## src/rtl/mx_seu_seq.sv

```systemverilog
// MX scalar execution unit: accepts one encoded instruction per handshake, executes it
// through IDLE -> EXEC -> WB (shift-add MUL takes WIDTH cycles) and writes one result back.
module mx_seu_seq #(
  parameter int  WIDTH = 8,
  parameter int  NREG  = 16,
  localparam int AW    = $clog2(NREG),
  localparam int IW    = 4 + 3 * AW
) (
  input  logic                  clk,
  input  logic                  rst,
  input  logic                  ce_n,
  input  logic                  in_valid,
  output logic                  in_ready,
  input  logic [IW-1:0]         in_instr,
  input  logic [NREG*WIDTH-1:0] reg_line,
  output logic                  wb_en,
  output logic [AW-1:0]         wb_addr,
  output logic [WIDTH-1:0]      wb_data,
  output logic                  flag_z,
  output logic                  flag_c,
  output logic                  busy
);

  localparam int CW = (WIDTH > 1) ? $clog2(WIDTH) : 1;

  localparam logic [3:0] OP_NOP = 4'd0,  OP_ADD = 4'd1,  OP_SUB = 4'd2,  OP_AND = 4'd3;
  localparam logic [3:0] OP_OR  = 4'd4,  OP_XOR = 4'd5,  OP_NOT = 4'd6,  OP_SHL = 4'd7;
  localparam logic [3:0] OP_SHR = 4'd8,  OP_MOV = 4'd9,  OP_ADC = 4'd10, OP_SBB = 4'd11;
  localparam logic [3:0] OP_CMP = 4'd12, OP_MUL = 4'd13, OP_INC = 4'd14, OP_DEC = 4'd15;

  typedef enum logic [1:0] {IDLE, EXEC, WB} state_t;

  state_t             state_q;
  logic [3:0]         op_q;
  logic [AW-1:0]      dst_q;
  logic [WIDTH-1:0]   a_q, b_q;
  logic [2*WIDTH-1:0] acc_q, mcand_q;
  logic [WIDTH-1:0]   mplier_q;
  logic [CW-1:0]      cnt_q;
  logic [WIDTH-1:0]   res_q;
  logic               resc_q;
  logic               wb_pend_q;
  logic [AW-1:0]      wb_addr_q;
  logic [WIDTH-1:0]   wb_data_q;
  logic               flag_z_q, flag_c_q;

  logic [3:0]         dec_op;
  logic [AW-1:0]      dec_dst, dec_a, dec_b;
  logic [WIDTH-1:0]   opnd_a, opnd_b;
  logic [2*WIDTH-1:0] acc_sum;
  logic [WIDTH:0]     ext;
  logic [WIDTH-1:0]   alu_res;
  logic               alu_c;
  logic               op_writes, op_sets_flags, exec_done;

  assign dec_op  = in_instr[IW-1 -: 4];
  assign dec_dst = in_instr[3*AW-1 -: AW];
  assign dec_a   = in_instr[2*AW-1 -: AW];
  assign dec_b   = in_instr[AW-1:0];
  assign opnd_a  = reg_line[dec_a * WIDTH +: WIDTH];
  assign opnd_b  = reg_line[dec_b * WIDTH +: WIDTH];

  // One shift-add step; on the last step this is the full product.
  assign acc_sum   = acc_q + (mplier_q[0] ? mcand_q : '0);
  assign exec_done = (op_q != OP_MUL) || (cnt_q == CW'(WIDTH - 1));

  assign op_writes     = (op_q != OP_NOP) && (op_q != OP_CMP);
  assign op_sets_flags = (op_q != OP_NOP) && (op_q != OP_MOV);

  always_comb begin
    ext     = '0;
    alu_res = '0;
    alu_c   = 1'b0;
    case (op_q)
      OP_ADD:         begin ext = {1'b0, a_q} + {1'b0, b_q};                     alu_res = ext[WIDTH-1:0]; alu_c = ext[WIDTH]; end
      OP_ADC:         begin ext = {1'b0, a_q} + {1'b0, b_q} + (WIDTH+1)'(flag_c_q); alu_res = ext[WIDTH-1:0]; alu_c = ext[WIDTH]; end
      OP_SUB, OP_CMP: begin ext = {1'b0, a_q} - {1'b0, b_q};                     alu_res = ext[WIDTH-1:0]; alu_c = ext[WIDTH]; end
      OP_SBB:         begin ext = {1'b0, a_q} - {1'b0, b_q} - (WIDTH+1)'(flag_c_q); alu_res = ext[WIDTH-1:0]; alu_c = ext[WIDTH]; end
      OP_INC:         begin ext = {1'b0, a_q} + (WIDTH+1)'(1);                    alu_res = ext[WIDTH-1:0]; alu_c = ext[WIDTH]; end
      OP_DEC:         begin ext = {1'b0, a_q} - (WIDTH+1)'(1);                    alu_res = ext[WIDTH-1:0]; alu_c = ext[WIDTH]; end
      OP_AND:         alu_res = a_q & b_q;
      OP_OR:          alu_res = a_q | b_q;
      OP_XOR:         alu_res = a_q ^ b_q;
      OP_NOT:         alu_res = ~a_q;
      OP_SHL:         begin alu_res = {a_q[WIDTH-2:0], 1'b0}; alu_c = a_q[WIDTH-1]; end
      OP_SHR:         begin alu_res = {1'b0, a_q[WIDTH-1:1]}; alu_c = a_q[0]; end
      OP_MOV:         alu_res = a_q;
      OP_MUL:         begin alu_res = acc_sum[WIDTH-1:0]; alu_c = |acc_sum[2*WIDTH-1:WIDTH]; end
      default:        alu_res = '0;
    endcase
  end

  always_ff @(posedge clk or posedge rst) begin
    if (rst) begin
      state_q   <= IDLE;
      op_q      <= OP_NOP;
      dst_q     <= '0;
      a_q       <= '0;
      b_q       <= '0;
      acc_q     <= '0;
      mcand_q   <= '0;
      mplier_q  <= '0;
      cnt_q     <= '0;
      res_q     <= '0;
      resc_q    <= 1'b0;
      wb_pend_q <= 1'b0;
      wb_addr_q <= '0;
      wb_data_q <= '0;
      flag_z_q  <= 1'b0;
      flag_c_q  <= 1'b0;
    end else if (!ce_n) begin
      case (state_q)
        IDLE: begin
          if (in_valid) begin
            op_q     <= dec_op;
            dst_q    <= dec_dst;
            a_q      <= opnd_a;
            b_q      <= opnd_b;
            acc_q    <= '0;
            mcand_q  <= {{WIDTH{1'b0}}, opnd_a};
            mplier_q <= opnd_b;
            cnt_q    <= '0;
            state_q  <= EXEC;
          end
        end
        EXEC: begin
          if (op_q == OP_MUL) begin
            acc_q    <= acc_sum;
            mcand_q  <= mcand_q << 1;
            mplier_q <= mplier_q >> 1;
            cnt_q    <= cnt_q + CW'(1);
          end
          if (exec_done) begin
            res_q     <= alu_res;
            resc_q    <= alu_c;
            wb_pend_q <= op_writes;
            if (op_writes) begin
              wb_addr_q <= dst_q;
              wb_data_q <= alu_res;
            end
            state_q <= WB;
          end
        end
        WB: begin
          wb_pend_q <= 1'b0;
          if (op_sets_flags) begin
            flag_z_q <= (res_q == '0);
            flag_c_q <= resc_q;
          end
          state_q <= IDLE;
        end
        default: state_q <= IDLE;
      endcase
    end
  end

  // Handshake: an instruction transfers on a rising edge where in_valid and in_ready are both 1.
  assign in_ready = (state_q == IDLE) && !ce_n && !rst;
  assign wb_en    = wb_pend_q && !ce_n;
  assign wb_addr  = wb_addr_q;
  assign wb_data  = wb_data_q;
  assign flag_z   = flag_z_q;
  assign flag_c   = flag_c_q;
  assign busy     = (state_q != IDLE);

endmodule

```

## config.mk

```make
export PLATFORM = sky130hd
export DESIGN_NAME = mx_seu_seq
export DESIGN_NICKNAME = d
export VERILOG_FILES = /design/src/rtl/mx_seu_seq.sv
export SDC_FILE = /design/constraint.sdc
export NUM_CORES = 1
export LEC_CHECK = 0
export ABC_CLOCK_PERIOD_IN_PS = 4600
export CAP_MARGIN = 20
export CORE_MARGIN = 2
export CORE_UTILIZATION = 55
export CTS_BUF_LIST = sky130_fd_sc_hd__clkbuf_4 sky130_fd_sc_hd__clkbuf_8
export CTS_CLUSTER_SIZE = 12
export DETAILED_ROUTE_END_ITERATION = 8
export PLACE_DENSITY = 0.84
export REMOVE_ABC_BUFFERS = 1
export SLEW_MARGIN = 20
export SYNTH_ARGS = -nofsm -noshare
export SYNTH_HDL_FRONTEND = slang
export SYNTH_SLANG_ARGS = --single-unit
```

## constraint.sdc

```tcl
create_clock -name clk -period 4.6 [get_ports clk]
set_clock_uncertainty 0.05 [all_clocks]
set_input_delay 0.46 -clock clk [delete_from_list [all_inputs] [get_ports clk]]
set_output_delay 0.46 -clock clk [all_outputs]
set_load 0.02 [all_outputs]
```

==> results.sh <==
export IMPL_relSlewSlack=0.4401
export IMPL_yosysTopAreaCellShare=0.2658
export IMPL_antenna_found_initial=1
export IMPL_met1_usage=0.4053
export IMPL_synth_main_ff_cell="dfrtp_1"
export IMPL_postSynthCellCount=861
export IMPL_hp_class="primary input to asynchronous set/reset pin"
export IMPL_synth_most_common_cell="dfrtp_1"
export IMPL_ys_top_cells_by_count="dfrtp_1 (93), mux4_2 (80), nand2_1 (75)"
export IMPL_wl_um=26360
export IMPL_clkLatencyLatePin_ps=400
export IMPL_nets=1197
export IMPL_muxShareOfSynthArea=0.2726
export IMPL_synth_seq_area_share=0.2658
export IMPL_grt_pass1_wl_um=41890
export IMPL_die_x_um=130.2
export IMPL_dieHeight_um=130.2
export IMPL_netlist_cell_type_count=71
export IMPL_ys_ff_latch=93
export IMPL_grt_setup_unrepaired="false"
export IMPL_synth_area_leaders="dfrtp_1 (27%), mux4_2 (21%), ha_1 (7.3%)"
export IMPL_drt_initial_drc_count=866
export IMPL_cap_viol_max_count=0
export IMPL_worstPathArrival_ps=3890
export IMPL_gr_total_overflow=0
export IMPL_n_fill_cell=1200
export IMPL_cts_htree_levels=3
export IMPL_clockBufferDepth=2
export IMPL_worst_pin_slew_ps=834.2
export IMPL_use_met2=0.5217
export IMPL_clkTransAtPathRegs_ps=120
export IMPL_numClockSinks=93
export IMPL_yosys_area_top_type="dfrtp_1"
export IMPL_ys_warn_count=0
export IMPL_layout_setup_ws_ps=918.4
export IMPL_grt_usage=0.3198
export IMPL_cts_buffers=9
export IMPL_io_pin_count=165
export IMPL_area_delta_synth_final_pct=22.64
export IMPL_drive_gt1_frac=0.1672
export IMPL_crit_type="flip-flop to flip-flop"
export IMPL_die_area_um2=16950
export IMPL_post_route_drc_count=0
export IMPL_startpoint_type="flip-flop"
export IMPL_peakVddDrop_v=0.0002765
export IMPL_tns_ps=0
export IMPL_cellPowerDensity_nw_per_um2=560.3
export IMPL_wire_per_inst_um=21.68
export IMPL_coreArea_um2=15710
export IMPL_maxSlewViolCount=0
export IMPL_synth_top_family_by_area="multiplexers"
export IMPL_cts_hold_buf=0
export IMPL_synthSimpleGateAreaFrac=0.1299
export IMPL_firstDrtPassIters=5
export IMPL_ant_nets=0
export IMPL_grt_pass1_vias=8003
export IMPL_std_cell_rows=46
export IMPL_cts_tree="done"
export IMPL_initial_core_util=0.5573
export IMPL_io_buffers=164
export IMPL_synthArstFlopShare=1.000
export IMPL_r2r_slack_ps=920
export IMPL_synthAdderAreaFrac=0.07974
export IMPL_avgSynthCellArea_um2=10.17
export IMPL_synth_xor_area_frac=0.04201
export IMPL_grt_max_degree=58
export IMPL_critPathMaxFanout=17
export IMPL_syn_area_um2=8756
export IMPL_vias=7955
export IMPL_finalHoldViolations=0
export IMPL_crit_path_end_kind="flip-flop"
export IMPL_post_cts_buffers=0
export IMPL_gp_congestion=0.9911
export IMPL_synth_compound_area_share=0.1678
export IMPL_outcome="finished, final reports clean"
export IMPL_critPathRequiredTime_ps=4810
export IMPL_final_period_utilization=0.8003
export IMPL_p_leak_nw=4.422
export IMPL_min_period_ps=3682
export IMPL_detailedPlace_worstSlack_ps=946.3
export IMPL_max_freq_mhz=271.6
export IMPL_post_dp_hpwl_um=20800
export IMPL_setup_viol_count_final=0
export IMPL_cts_resized=0
export IMPL_use_met3=0.06806
export IMPL_synth_edff_count=0
export IMPL_top_usage_layer="met2"
export IMPL_via_per_inst=6.542
export IMPL_root_buffer="clkbuf_8"
==> cell type report <==
cell class	instances	area [um2]	area share
Clock inverter	6	56.30	0.005244
Sequential cell	93	2327	0.2167
Clock buffer	9	123.9	0.01154
Timing Repair Buffer	180	1754	0.1634
Inverter	36	136.4	0.01270
Antenna cell	1	2.502	0.0002330
Multi-Input combinational cell	675	6067	0.5650
Tap cell	216	270.3	0.02517
==> power by group <==
part | switching (mW) | internal (mW) | leakage (nW) | total [mW]
registers | 0.381 | 1.09 | 1.19 | 1.47
logic | 2.35 | 1.65 | 3.14 | 4.00
clock network | 0.340 | 0.205 | 0.0897 | 0.545
==> through the flow <==
step	area, um2	power, mW	hold slack (ps)	instances	utilization
5_1_grt	10740	6.423	353.9	1216	0.6834
6_report	10740	6.016	315.5	1216	0.6834
3_3_place_gp	10550	5.271	410.3	1200	0.6716
4_1_cts	10730	5.910	330.1	1215	0.6831
2_1_floorplan	8522	4.056	399.6	804	-
3_5_place_dp	10550	5.364	422.5	1200	0.6716
==> placed cells by master (no fill, tap or decap), types with 35 or more instances in the layout <==
cell | synthesis | final
a21oi_1 | 35 | 35
clkdlybuf4s50_1 | 0 | 162
dfrtp_1 | 93 | 93
ha_1 | 51 | 51
inv_1 | 36 | 35
mux2_2 | 36 | 36
mux4_2 | 80 | 80
nand2_1 | 75 | 75
nor2_1 | 46 | 46
o21ai_0 | 56 | 56
==> worst max-delay path, cell delays in order (launching register included) <==
cell and delay, ps:
dfrtp_1 520, and2_1 210, ha_1 220, fa_1 450, a21o_2 260, a221o_1 360, a21oi_2 220, o311ai_1 160
or3_1 400, or4_1 420, o21ai_1 160, a41oi_1 130
==> sequential cells by signal, indices dropped and copies added, names as in the netlist, 2 cells and up <==
register,flops
acc_q,16
cnt_q,3
op_q,4
a_q,8
wb_data,8
b_q,8
wb_addr,4
mplier_q,8
mcand_q,16
dst_q,4
state_q,2
res_q,8
==> final timing paths <==
path	start	to	cells past startpoint
hold / removal	rst	res_q[5]	2
hold reg to reg	wb_data[2]	wb_data[2]	2
setup reg to reg	mplier_q[0]	resc_q	11
setup / recovery	mplier_q[0]	resc_q	11
max in group asynchronous	rst	a_q[7]	3
min in group clk	wb_data[2]	wb_data[2]	2
==> metal layers <==
| layer | up-vias | share of wire |
|---|---|---|
| met5 | - | 0 |
| met4 | 0 | 0.049 |
| met1 | 3831 | 0.38 |
| met2 | 464 | 0.48 |
| li1 | 3570 | - |
| met3 | 90 | 0.092 |
==> kinds of logic (layout without fill, tap and decap cells) <==
kind of cell / Yosys count / after routing
AND/OR/NAND/NOR: 232 / 232
AO/OA/AOI/OAI: 213 / 213
multiplexers: 134 / 134
flip-flops: 93 / 93
buffers and inverters: 93 / 231
adder cells (fa/ha/maj): 54 / 54
XOR/XNOR: 42 / 42
other: 0 / 1
Power figures use the tool's default switching activity.
